[src/rtl/sram_arbiter.sv]
// Two-requester round-robin arbiter in front of the sram core command port.
// The winning command is registered onto the sram_* outputs, and every accepted
// read leaves a requester tag in an in-order FIFO. Returned read data is routed
// to whichever requester owns the tag at the head of that FIFO.
module sram_arbiter #(
    parameter int ADDR_WIDTH = 18,
    parameter int DATA_WIDTH = 16,
    parameter int TAG_DEPTH  = 4
) (
    input  logic                  a_clk,
    input  logic                  a_rst,
    input  logic                  m0_req,
    output logic                  m0_ready,
    input  logic                  m0_rd,
    input  logic [ADDR_WIDTH-1:0] m0_addr,
    input  logic [1:0]            m0_be,
    input  logic [DATA_WIDTH-1:0] m0_wr_data,
    output logic                  m0_rd_data_vld,
    output logic [DATA_WIDTH-1:0] m0_rd_data,
    input  logic                  m1_req,
    output logic                  m1_ready,
    input  logic                  m1_rd,
    input  logic [ADDR_WIDTH-1:0] m1_addr,
    input  logic [1:0]            m1_be,
    input  logic [DATA_WIDTH-1:0] m1_wr_data,
    output logic                  m1_rd_data_vld,
    output logic [DATA_WIDTH-1:0] m1_rd_data,
    output logic                  sram_req,
    input  logic                  sram_ready,
    output logic                  sram_rd,
    output logic [ADDR_WIDTH-1:0] sram_addr,
    output logic [1:0]            sram_be,
    output logic [DATA_WIDTH-1:0] sram_wr_data,
    input  logic                  sram_rd_data_vld,
    input  logic [DATA_WIDTH-1:0] sram_rd_data,
    output logic                  err_orphan
);
    localparam int PW = $clog2(TAG_DEPTH);

    typedef enum logic {IDLE, BUSY} state_t;

    state_t                state_reg, state_next;
    logic                  ptr_reg, ptr_next;      // requester that wins a tie
    logic                  grant_reg, grant_next;  // owner of the held command
    logic                  cmd_load;
    logic                  win;

    logic                  sram_req_reg;
    logic                  sram_rd_reg;
    logic [ADDR_WIDTH-1:0] sram_addr_reg;
    logic [1:0]            sram_be_reg;
    logic [DATA_WIDTH-1:0] sram_wr_data_reg;
    logic                  err_orphan_reg;

    // Tag FIFO: one bit per entry holds the requester id of an accepted read.
    logic [TAG_DEPTH-1:0]  tag_reg;
    logic [PW-1:0]         wr_ptr_reg, rd_ptr_reg;
    logic [PW:0]           count_reg;
    logic                  fifo_full, fifo_empty, fifo_head;
    logic                  push, pop;

    logic [1:0]            req_vec, rd_vec, elig_vec, ready_vec, vld_vec;

    assign req_vec    = {m1_req, m0_req};
    assign rd_vec     = {m1_rd, m0_rd};
    assign fifo_full  = (count_reg == (PW+1)'(TAG_DEPTH));
    assign fifo_empty = (count_reg == '0);
    assign fifo_head  = tag_reg[rd_ptr_reg];
    assign push       = sram_req_reg & sram_ready & sram_rd_reg;
    assign pop        = sram_rd_data_vld & ~fifo_empty;

    // Per-requester eligibility, accept strobe and read-data routing.
    generate
        for (genvar gi = 0; gi < 2; gi++) begin : g_req
            assign elig_vec[gi]  = req_vec[gi] & ~(rd_vec[gi] & fifo_full);
            assign ready_vec[gi] = sram_req_reg & sram_ready & (grant_reg == 1'(gi));
            assign vld_vec[gi]   = sram_rd_data_vld & ~fifo_empty & (fifo_head == 1'(gi));
        end
    endgenerate

    assign m0_ready       = ready_vec[0];
    assign m1_ready       = ready_vec[1];
    assign m0_rd_data_vld = vld_vec[0];
    assign m1_rd_data_vld = vld_vec[1];
    assign m0_rd_data     = sram_rd_data;
    assign m1_rd_data     = sram_rd_data;
    assign sram_req       = sram_req_reg;
    assign sram_rd        = sram_rd_reg;
    assign sram_addr      = sram_addr_reg;
    assign sram_be        = sram_be_reg;
    assign sram_wr_data   = sram_wr_data_reg;
    assign err_orphan     = err_orphan_reg;

    // Next state: pick a winner in IDLE, wait for the core's accept in BUSY.
    always_comb begin
        state_next = state_reg;
        ptr_next   = ptr_reg;
        grant_next = grant_reg;
        cmd_load   = 1'b0;
        win        = ptr_reg;
        case (state_reg)
            IDLE: begin
                if (elig_vec != 2'b00) begin
                    win        = (elig_vec == 2'b11) ? ptr_reg : elig_vec[1];
                    grant_next = win;
                    ptr_next   = ~win;
                    cmd_load   = 1'b1;
                    state_next = BUSY;
                end
            end
            BUSY: begin
                if (sram_ready) begin
                    state_next = IDLE;
                end
            end
            default: state_next = IDLE;
        endcase
    end

    // State, arbitration pointer and the registered sram command.
    always_ff @(posedge a_clk) begin
        if (a_rst) begin
            state_reg        <= IDLE;
            ptr_reg          <= 1'b0;
            grant_reg        <= 1'b0;
            sram_req_reg     <= 1'b0;
            sram_rd_reg      <= 1'b0;
            sram_addr_reg    <= '0;
            sram_be_reg      <= '0;
            sram_wr_data_reg <= '0;
        end else begin
            state_reg <= state_next;
            ptr_reg   <= ptr_next;
            grant_reg <= grant_next;
            if (cmd_load) begin
                sram_req_reg     <= 1'b1;
                sram_rd_reg      <= win ? m1_rd      : m0_rd;
                sram_addr_reg    <= win ? m1_addr    : m0_addr;
                sram_be_reg      <= win ? m1_be      : m0_be;
                sram_wr_data_reg <= win ? m1_wr_data : m0_wr_data;
            end else if (sram_req_reg && sram_ready) begin
                sram_req_reg <= 1'b0;
            end
        end
    end

    // Tag FIFO bookkeeping; push and pop may coincide, even when full.
    always_ff @(posedge a_clk) begin
        if (a_rst) begin
            wr_ptr_reg <= '0;
            rd_ptr_reg <= '0;
            count_reg  <= '0;
        end else begin
            if (push) begin
                wr_ptr_reg <= wr_ptr_reg + 1'b1;
            end
            if (pop) begin
                rd_ptr_reg <= rd_ptr_reg + 1'b1;
            end
            case ({push, pop})
                2'b10:   count_reg <= count_reg + 1'b1;
                2'b01:   count_reg <= count_reg - 1'b1;
                default: count_reg <= count_reg;
            endcase
        end
    end

    // Tag storage needs no reset; only entries between the pointers are read.
    always_ff @(posedge a_clk) begin
        if (push) begin
            tag_reg[wr_ptr_reg] <= grant_reg;
        end
    end

    // Sticky flag for read data arriving with no outstanding tag.
    always_ff @(posedge a_clk) begin
        if (a_rst) begin
            err_orphan_reg <= 1'b0;
        end else if (sram_rd_data_vld && fifo_empty) begin
            err_orphan_reg <= 1'b1;
        end
    end
endmodule
[config.mk]
export PLATFORM = sky130hd
export DESIGN_NAME = sram_arbiter
export DESIGN_NICKNAME = d
export VERILOG_FILES = /design/src/rtl/sram_arbiter.sv
export SDC_FILE = /design/constraint.sdc
export NUM_CORES = 1
export LEC_CHECK = 0
export ABC_AREA = 0
export BUFFER_PORTS_ARGS = -buffer_cell sky130_fd_sc_hd__buf_2
export CORE_MARGIN = 3
export CORE_UTILIZATION = 35
export CTS_CLUSTER_DIAMETER = 80
export CTS_CLUSTER_SIZE = 40
export DETAILED_ROUTE_END_ITERATION = 7
export PLACE_DENSITY = 0.78
export REMOVE_ABC_BUFFERS = 1
export SLEW_MARGIN = 20
export SYNTH_ARGS = -nofsm -noshare
export SYNTH_HDL_FRONTEND = slang
export SYNTH_SLANG_ARGS = --single-unit
[constraint.sdc]
create_clock -name a_clk -period 2.2 [get_ports a_clk]
set_clock_uncertainty 0.1 [all_clocks]
set_input_delay 0.11 -clock a_clk [delete_from_list [all_inputs] [get_ports a_clk]]
set_output_delay 0.11 -clock a_clk [all_outputs]
set_load 0.01 [all_outputs]
==> results of run 1 <==
worst reg2reg max path, stage by stage, from the launching register on:
cell	delay, ps
dfxtp_1	340
and3_2	260
inv_1	70
ha_1	180
inv_1	60
fa_1	370
xor2_1	160
or3_1	310
a21oi_1	160
cell usage in the layout (no fill, tap or decap), types with 3 or more instances in the layout:
cell	instances
a21oi_1	7
edfxtp_1	4
dfxtp_1	49
nor3_1	3
nor2_1	13
dlygate4sd3_1	45
inv_1	7
ha_1	5
xor2_1	3
buf_4	5
clkbuf_8	6
nand2b_1	4
o21ai_0	3
mux2i_1	73
and2_1	5
o22ai_1	37
buf_2	122
power groups by stage:
| stage | clock network [mW] | logic, mW | registers [mW] |
|---|---|---|---|
| after CTS | 0.614 | 0.609 | 1.10 |
| final | 0.582 | 0.615 | 1.10 |
| after global routing | 0.647 | 0.671 | 1.11 |
| after floorplan | 0 | 0.281 | 1.15 |
| after global placement | 0 | 0.533 | 1.12 |
| after detailed placement | 0 | 0.549 | 1.12 |
worst max-delay path by stage:
stage	end	slack, ps	cells past startpoint
after detailed placement	count_reg[2]$_SDFFE_PP0P_	60	7
after CTS	count_reg[2]$_SDFFE_PP0P_	50	7
final	count_reg[2]$_SDFFE_PP0P_	140	8
after global placement	count_reg[2]$_SDFFE_PP0P_	210	7
after floorplan	grant_reg$_SDFFE_PP0P_	100	4
after global routing	count_reg[2]$_SDFFE_PP0P_	3	8
stage by stage:
stage               setup slack [ps]  total power, mW  hold WS [ps]
global route                    3.15             2.43          2.50
finish                           141             2.30          8.25
CTS                             49.1             2.33         0.187
detailed placement              63.1             1.67           120
global placement                 209             1.65           120
floorplan                       96.5             1.43          79.1
layer usage:
layer | vias to the layer above | wire [um] | track usage (%)
li1 | 1249 | - | -
met1 | 1248 | 3290 | 18.7
met2 | 149 | 4220 | 32.4
met3 | 21 | 899 | 7.82
met4 | 0 | 172 | 5.75
met5 | - | 0 | 1.65
timing repair:
item,4_1_cts,5_1_grt
setup buffers,0,1
endpoints found under the setup margin,0,1
hold endpoints to repair,29,1
gates resized for setup,0,1
hold buffers,44,1
final cells by class:
class / instances / area [um2] / area share, %
Clock buffer: 7 / 86.3 / 2.21
Clock inverter: 1 / 7.51 / 0.192
Inverter: 7 / 26.3 / 0.673
Multi-Input combinational cell: 174 / 1420 / 36.3
Sequential cell: 53 / 1100 / 28.2
Tap cell: 102 / 128 / 3.27
Timing Repair Buffer: 174 / 1140 / 29.2
logic make-up after synthesis:
group / count (synthesis) / share of synthesized area, %
multiplexers: 74 / 25.8
buffers and inverters: 55 / 13.8
flip-flops: 53 / 37.7
AO/OA/AOI/OAI: 50 / 10.5
AND/OR/NAND/NOR: 39 / 7.80
adder cells (fa/ha/maj): 6 / 2.83
XOR/XNOR: 5 / 1.50
==> impl_metrics.env, run 1 <==
export IMPL_start_kind="register"
export IMPL_layout_cells_non_filler=518
export IMPL_ys_ff_latch=53
export IMPL_netlist_area_leader_share_pct=33.6
export IMPL_fmax_mhz=486
export IMPL_hold_violations=0
export IMPL_diodes=0
export IMPL_synth_cell_area_mm2=0.00292
export IMPL_initial_core_util_pct=36.8
export IMPL_place_hpwl_um=5670
export IMPL_wirelength_um=8580
export IMPL_yosys_cell_count_top_type="mux2i_1"
export IMPL_port_buffers=122
export IMPL_worstHoldStart="m1_addr[17]"
export IMPL_synth_seq_area_share_pct=37.7
export IMPL_drc=0
export IMPL_grt_pass1_vias=2951
export IMPL_crit_start="sram_req$_SDFFE_PP0P_"
export IMPL_cp_max_fo=8
export IMPL_power_frac_clock_pct=25.3
export IMPL_status="finished clean"
export IMPL_synth_area_leaders="dfxtp_1, mux2i_1, buf_4"
export IMPL_critPathArrivalTime_ps=2200
export IMPL_largest_reg_flops=18
export IMPL_seq_power_share_pct=48.0
export IMPL_tns_ps=0
export IMPL_die_area_mm2=0.00947
export IMPL_p_int_mw=1.63
export IMPL_max_cap_viol_count=0
export IMPL_worstPathRequired_ps=2340
export IMPL_firstDrtPassIters=4
export IMPL_antenna_found_initial=0
export IMPL_critPathMaxStageDelay_ps=370
export IMPL_grt_util_all_layers_pct=18.0
export IMPL_hold_path_endpoint="sram_addr[17]$_SDFFE_PP0P_"
export IMPL_core_area_mm2=0.00793
export IMPL_ys_async_sr_fraction_pct=0
export IMPL_yosys_warnings=0
export IMPL_fin_crit_ps=2060
export IMPL_yosysTopAreaCell="dfxtp_1"
export IMPL_worstPathCellList="and3_2 > inv_1 > ha_1 > inv_1 > fa_1 > xor2_1 > or3_1 > a21oi_1"
export IMPL_rsz0062_at_grt="no"
export IMPL_p_comb_share_pct=26.7
export IMPL_reg2reg_to="count_reg[2]$_SDFFE_PP0P_"
export IMPL_yosys_top_cells_count="mux2i_1, dfxtp_1, o22ai_1"
export IMPL_final_area_mm2=0.00390
export IMPL_ctsHtreeMaxLevel=2
export IMPL_placed_area_mm2=0.00335
export IMPL_synth_ff_type="dfxtp_1"
export IMPL_clockBufferDepth=2
export IMPL_reg2reg_depth=8
export IMPL_setup_violations_final=0
export IMPL_hold_depth=3
export IMPL_globalRouteOverflowTotal=0
export IMPL_syn_to_final_growth_pct=33.7
export IMPL_worstSetupPathType="register to register"
export IMPL_fillers=720
export IMPL_cts_root_buf="clkbuf_8"
export IMPL_clkTransAtPathRegs_ps=100
export IMPL_power_switching_uw=667
export IMPL_min_delay_path_class="input pin to register"
export IMPL_gp_congestion=0.817
export IMPL_power_density_mw_per_mm2=590
export IMPL_synth_edf_count=4
export IMPL_drt_iter0_markers=69
export IMPL_p_sw_share_pct=29.0
export IMPL_synth_avg_cell_area_um2=10.4
export IMPL_drtAntennaViolNets=0
export IMPL_cts_sinks=53
export IMPL_path_buf_inv=2
export IMPL_clk_latency_ps=300
export IMPL_dp_cells=464
export IMPL_utilization_pct=49.2
export IMPL_r2r_start="sram_req$_SDFFE_PP0P_"
export IMPL_wire_per_inst_um=16.6
export IMPL_cp_end_kind="register"
export IMPL_row_count=32
export IMPL_slew_headroom_pct=68.9
export IMPL_crit_path_top_delay_cell="fa_1"
export IMPL_power_leakage_nw=1.80
export IMPL_drv_slew=0
export IMPL_die_x_um=97.3
export IMPL_synth_distinct_cells=37
export IMPL_grt_first_pass_wirelength_um=14200
export IMPL_vias=2667
export IMPL_synthCells=282
export IMPL_worst_slew_pin_transition_ps=466
export IMPL_viasPerCell=5.15
export IMPL_crit_family="simple AND/OR/NAND/NOR gates"
export IMPL_r2r_slack_ps=140
export IMPL_drive_gt1_share_pct=34.6
export IMPL_post_route_period_util_pct=93.6
export IMPL_numCtsBuffers=5
export IMPL_cts_tree="built"
export IMPL_fp_dieH_um=97.3
export IMPL_fin_nets=517
export IMPL_grt_max_degree=39
export IMPL_num_io_pins=171
export IMPL_crit_top_cell="inv_1"
export IMPL_ir_drop_mv=0.245
(Power assumes the default switching activity.)
==> inputs of run 2 (changes only) <==
- MAX_ROUTING_LAYER: default -> met4
- REMOVE_ABC_BUFFERS: 1 -> default
==> run 2 against run 1 <==
Effect of this change: core utilization decreased by 1.5 points; largest cell class unchanged; first-iteration DRC count up 16%; clock power fell by 3.6%; wire length down 9.7%; critical path type is now input pin to register; register-to-register slack hardly changed; non-clock buffer count is 12 lower; sequential power about the same; largest power group unchanged.
==> impl_metrics.env, run 2 (synthesized netlist as in run 1, its figures left out) <==
export IMPL_power_density_mw_per_mm2=597
export IMPL_hold_slack_ps=6.80
export IMPL_worstSetupPathType="input pin to register"
export IMPL_hold_violations=0
export IMPL_r2r_start="count_reg[2]$_SDFFE_PP0P_"
export IMPL_drv_slew=0
export IMPL_min_delay_path_class="input pin to register"
export IMPL_cts_sinks=53
export IMPL_final_area_mm2=0.00378
export IMPL_power_frac_clock_pct=24.8
export IMPL_globalRouteOverflowTotal=0
export IMPL_drtAntennaViolNets=0
export IMPL_syn_to_final_growth_pct=29.6
export IMPL_initial_core_util_pct=36.8
export IMPL_post_route_period_util_pct=96.4
export IMPL_drc=0
export IMPL_power_switching_uw=670
export IMPL_clockBufferDepth=2
export IMPL_worstHoldStart="m0_wr_data[14]"
export IMPL_hold_path_endpoint="sram_wr_data[14]$_SDFFE_PP0P_"
export IMPL_status="finished clean"
export IMPL_grt_util_all_layers_pct=16.4
export IMPL_fp_dieH_um=97.3
export IMPL_start_kind="input pin"
export IMPL_cts_tree="built"
export IMPL_gp_congestion=0.847
export IMPL_slew_headroom_pct=73.3
export IMPL_p_comb_share_pct=26.5
export IMPL_p_int_mw=1.59
export IMPL_place_hpwl_um=5110
export IMPL_port_buffers=122
export IMPL_vias=2535
export IMPL_fmax_mhz=471
export IMPL_diodes=0
export IMPL_worstPathRequired_ps=2330
export IMPL_worst_slew_pin_transition_ps=399
export IMPL_crit_start="sram_rd_data_vld"
export IMPL_ir_drop_mv=0.274
export IMPL_max_cap_viol_count=0
export IMPL_syn_nets=384
export IMPL_r2r_slack_ps=130
export IMPL_ctsHtreeMaxLevel=2
export IMPL_antenna_found_initial=0
export IMPL_cp_max_fo=3
export IMPL_pre_cts_slack_ps=73.3
export IMPL_numCtsBuffers=5
export IMPL_power_leakage_nw=1.75
export IMPL_die_area_mm2=0.00947
export IMPL_wirelength_um=7750
export IMPL_fin_crit_ps=2120
export IMPL_fin_nets=505
export IMPL_wire_per_inst_um=15.3
export IMPL_clkTransAtPathRegs_ps=100
export IMPL_p_sw_share_pct=29.7
export IMPL_grt_pass1_vias=2710
export IMPL_drive_gt1_share_pct=36.6
export IMPL_die_x_um=97.3
export IMPL_tns_ps=0
export IMPL_mostFrequentLayoutCells="buf_2, mux2i_1, dfxtp_1"
export IMPL_seq_power_share_pct=48.7
export IMPL_firstDrtPassIters=4
export IMPL_largest_reg_flops=18
export IMPL_cp_end_kind="register"
export IMPL_critPathArrivalTime_ps=2250
export IMPL_row_count=32
export IMPL_grt_first_pass_wirelength_um=12500
export IMPL_reg2reg_depth=7
export IMPL_core_area_mm2=0.00793
export IMPL_grt_max_degree=39
export IMPL_setup_violations_final=0
export IMPL_clk_latency_ps=300
export IMPL_hold_depth=3
export IMPL_cts_root_buf="clkbuf_8"
export IMPL_num_io_pins=171
export IMPL_placed_area_mm2=0.00336
export IMPL_layout_commonest_cell="buf_2"
export IMPL_drt_iter0_markers=80
export IMPL_layout_setup_ws_ps=78.5
export IMPL_viasPerCell=5.01
export IMPL_reg2reg_to="count_reg[2]$_SDFFE_PP0P_"
[run 2: per-layer routing]
metal	share of wire, %	track usage (%)
met1	41	18.7
met2	50	28.0
met3	5.7	3.16
met4	3.0	7.14
met5	0	-
[run 2: critical path, stage by stage]
cell and delay, ps:
dlygate4sd3_1 530, buf_2 110, o31a_1 200, ha_2 220, inv_1 50, fa_1 370
xor2_1 160, or3_1 310, a21oi_1 190
[run 2: how the worst max path moves through the flow]
stage / end / slack [ps] / cells after the start
floorplan: count_reg[2]$_SDFFE_PP0P_ / 160 / 9
global placement: count_reg[2]$_SDFFE_PP0P_ / 210 / 7
detailed placement: count_reg[2]$_SDFFE_PP0P_ / 70 / 7
CTS: count_reg[2]$_SDFFE_PP0P_ / 50 / 7
global route: count_reg[2]$_SDFFE_PP0P_ / -30 / 9
finish: count_reg[2]$_SDFFE_PP0P_ / 80 / 9
[run 2: cell type report]
class | instances | area [um2]
tap | 102 | 128
timing repair buffer | 162 | 1020
multi-input combinational | 174 | 1420
sequential | 53 | 1100
inverter | 7 | 26.3
clock inverter | 2 | 15.0
clock buffer | 6 | 72.6
fill | 754 | 4150
[run 2: timing repair]
| item | CTS | global route |
|---|---|---|
| setup buffers | 0 | 1 |
| hold buffers | 31 | 1 |
| gates resized for setup | 0 | 5 |
| endpoints found under the setup margin | 0 | 1 |
| endpoints found under the hold margin | 22 | 1 |
[run 2: power by group through the flow]
| stage | Clock [mW] | Combinational, mW | Sequential [mW] |
|---|---|---|---|
| 6_report | 0.561 | 0.597 | 1.10 |
| 5_1_grt | 0.624 | 0.654 | 1.11 |
| 4_1_cts | 0.588 | 0.592 | 1.10 |
| 3_5_place_dp | 0 | 0.548 | 1.12 |
| 3_3_place_gp | 0 | 0.537 | 1.12 |
| 2_1_floorplan | 0 | 0.376 | 1.15 |
[run 2: through the flow]
stage	total power, mW	util (%)	cells
floorplan	1.53	-	282
global placement	1.65	42.3	465
detailed placement	1.67	42.3	465
CTS	2.28	47.4	504
global route	2.39	47.7	506
finish	2.26	47.7	506
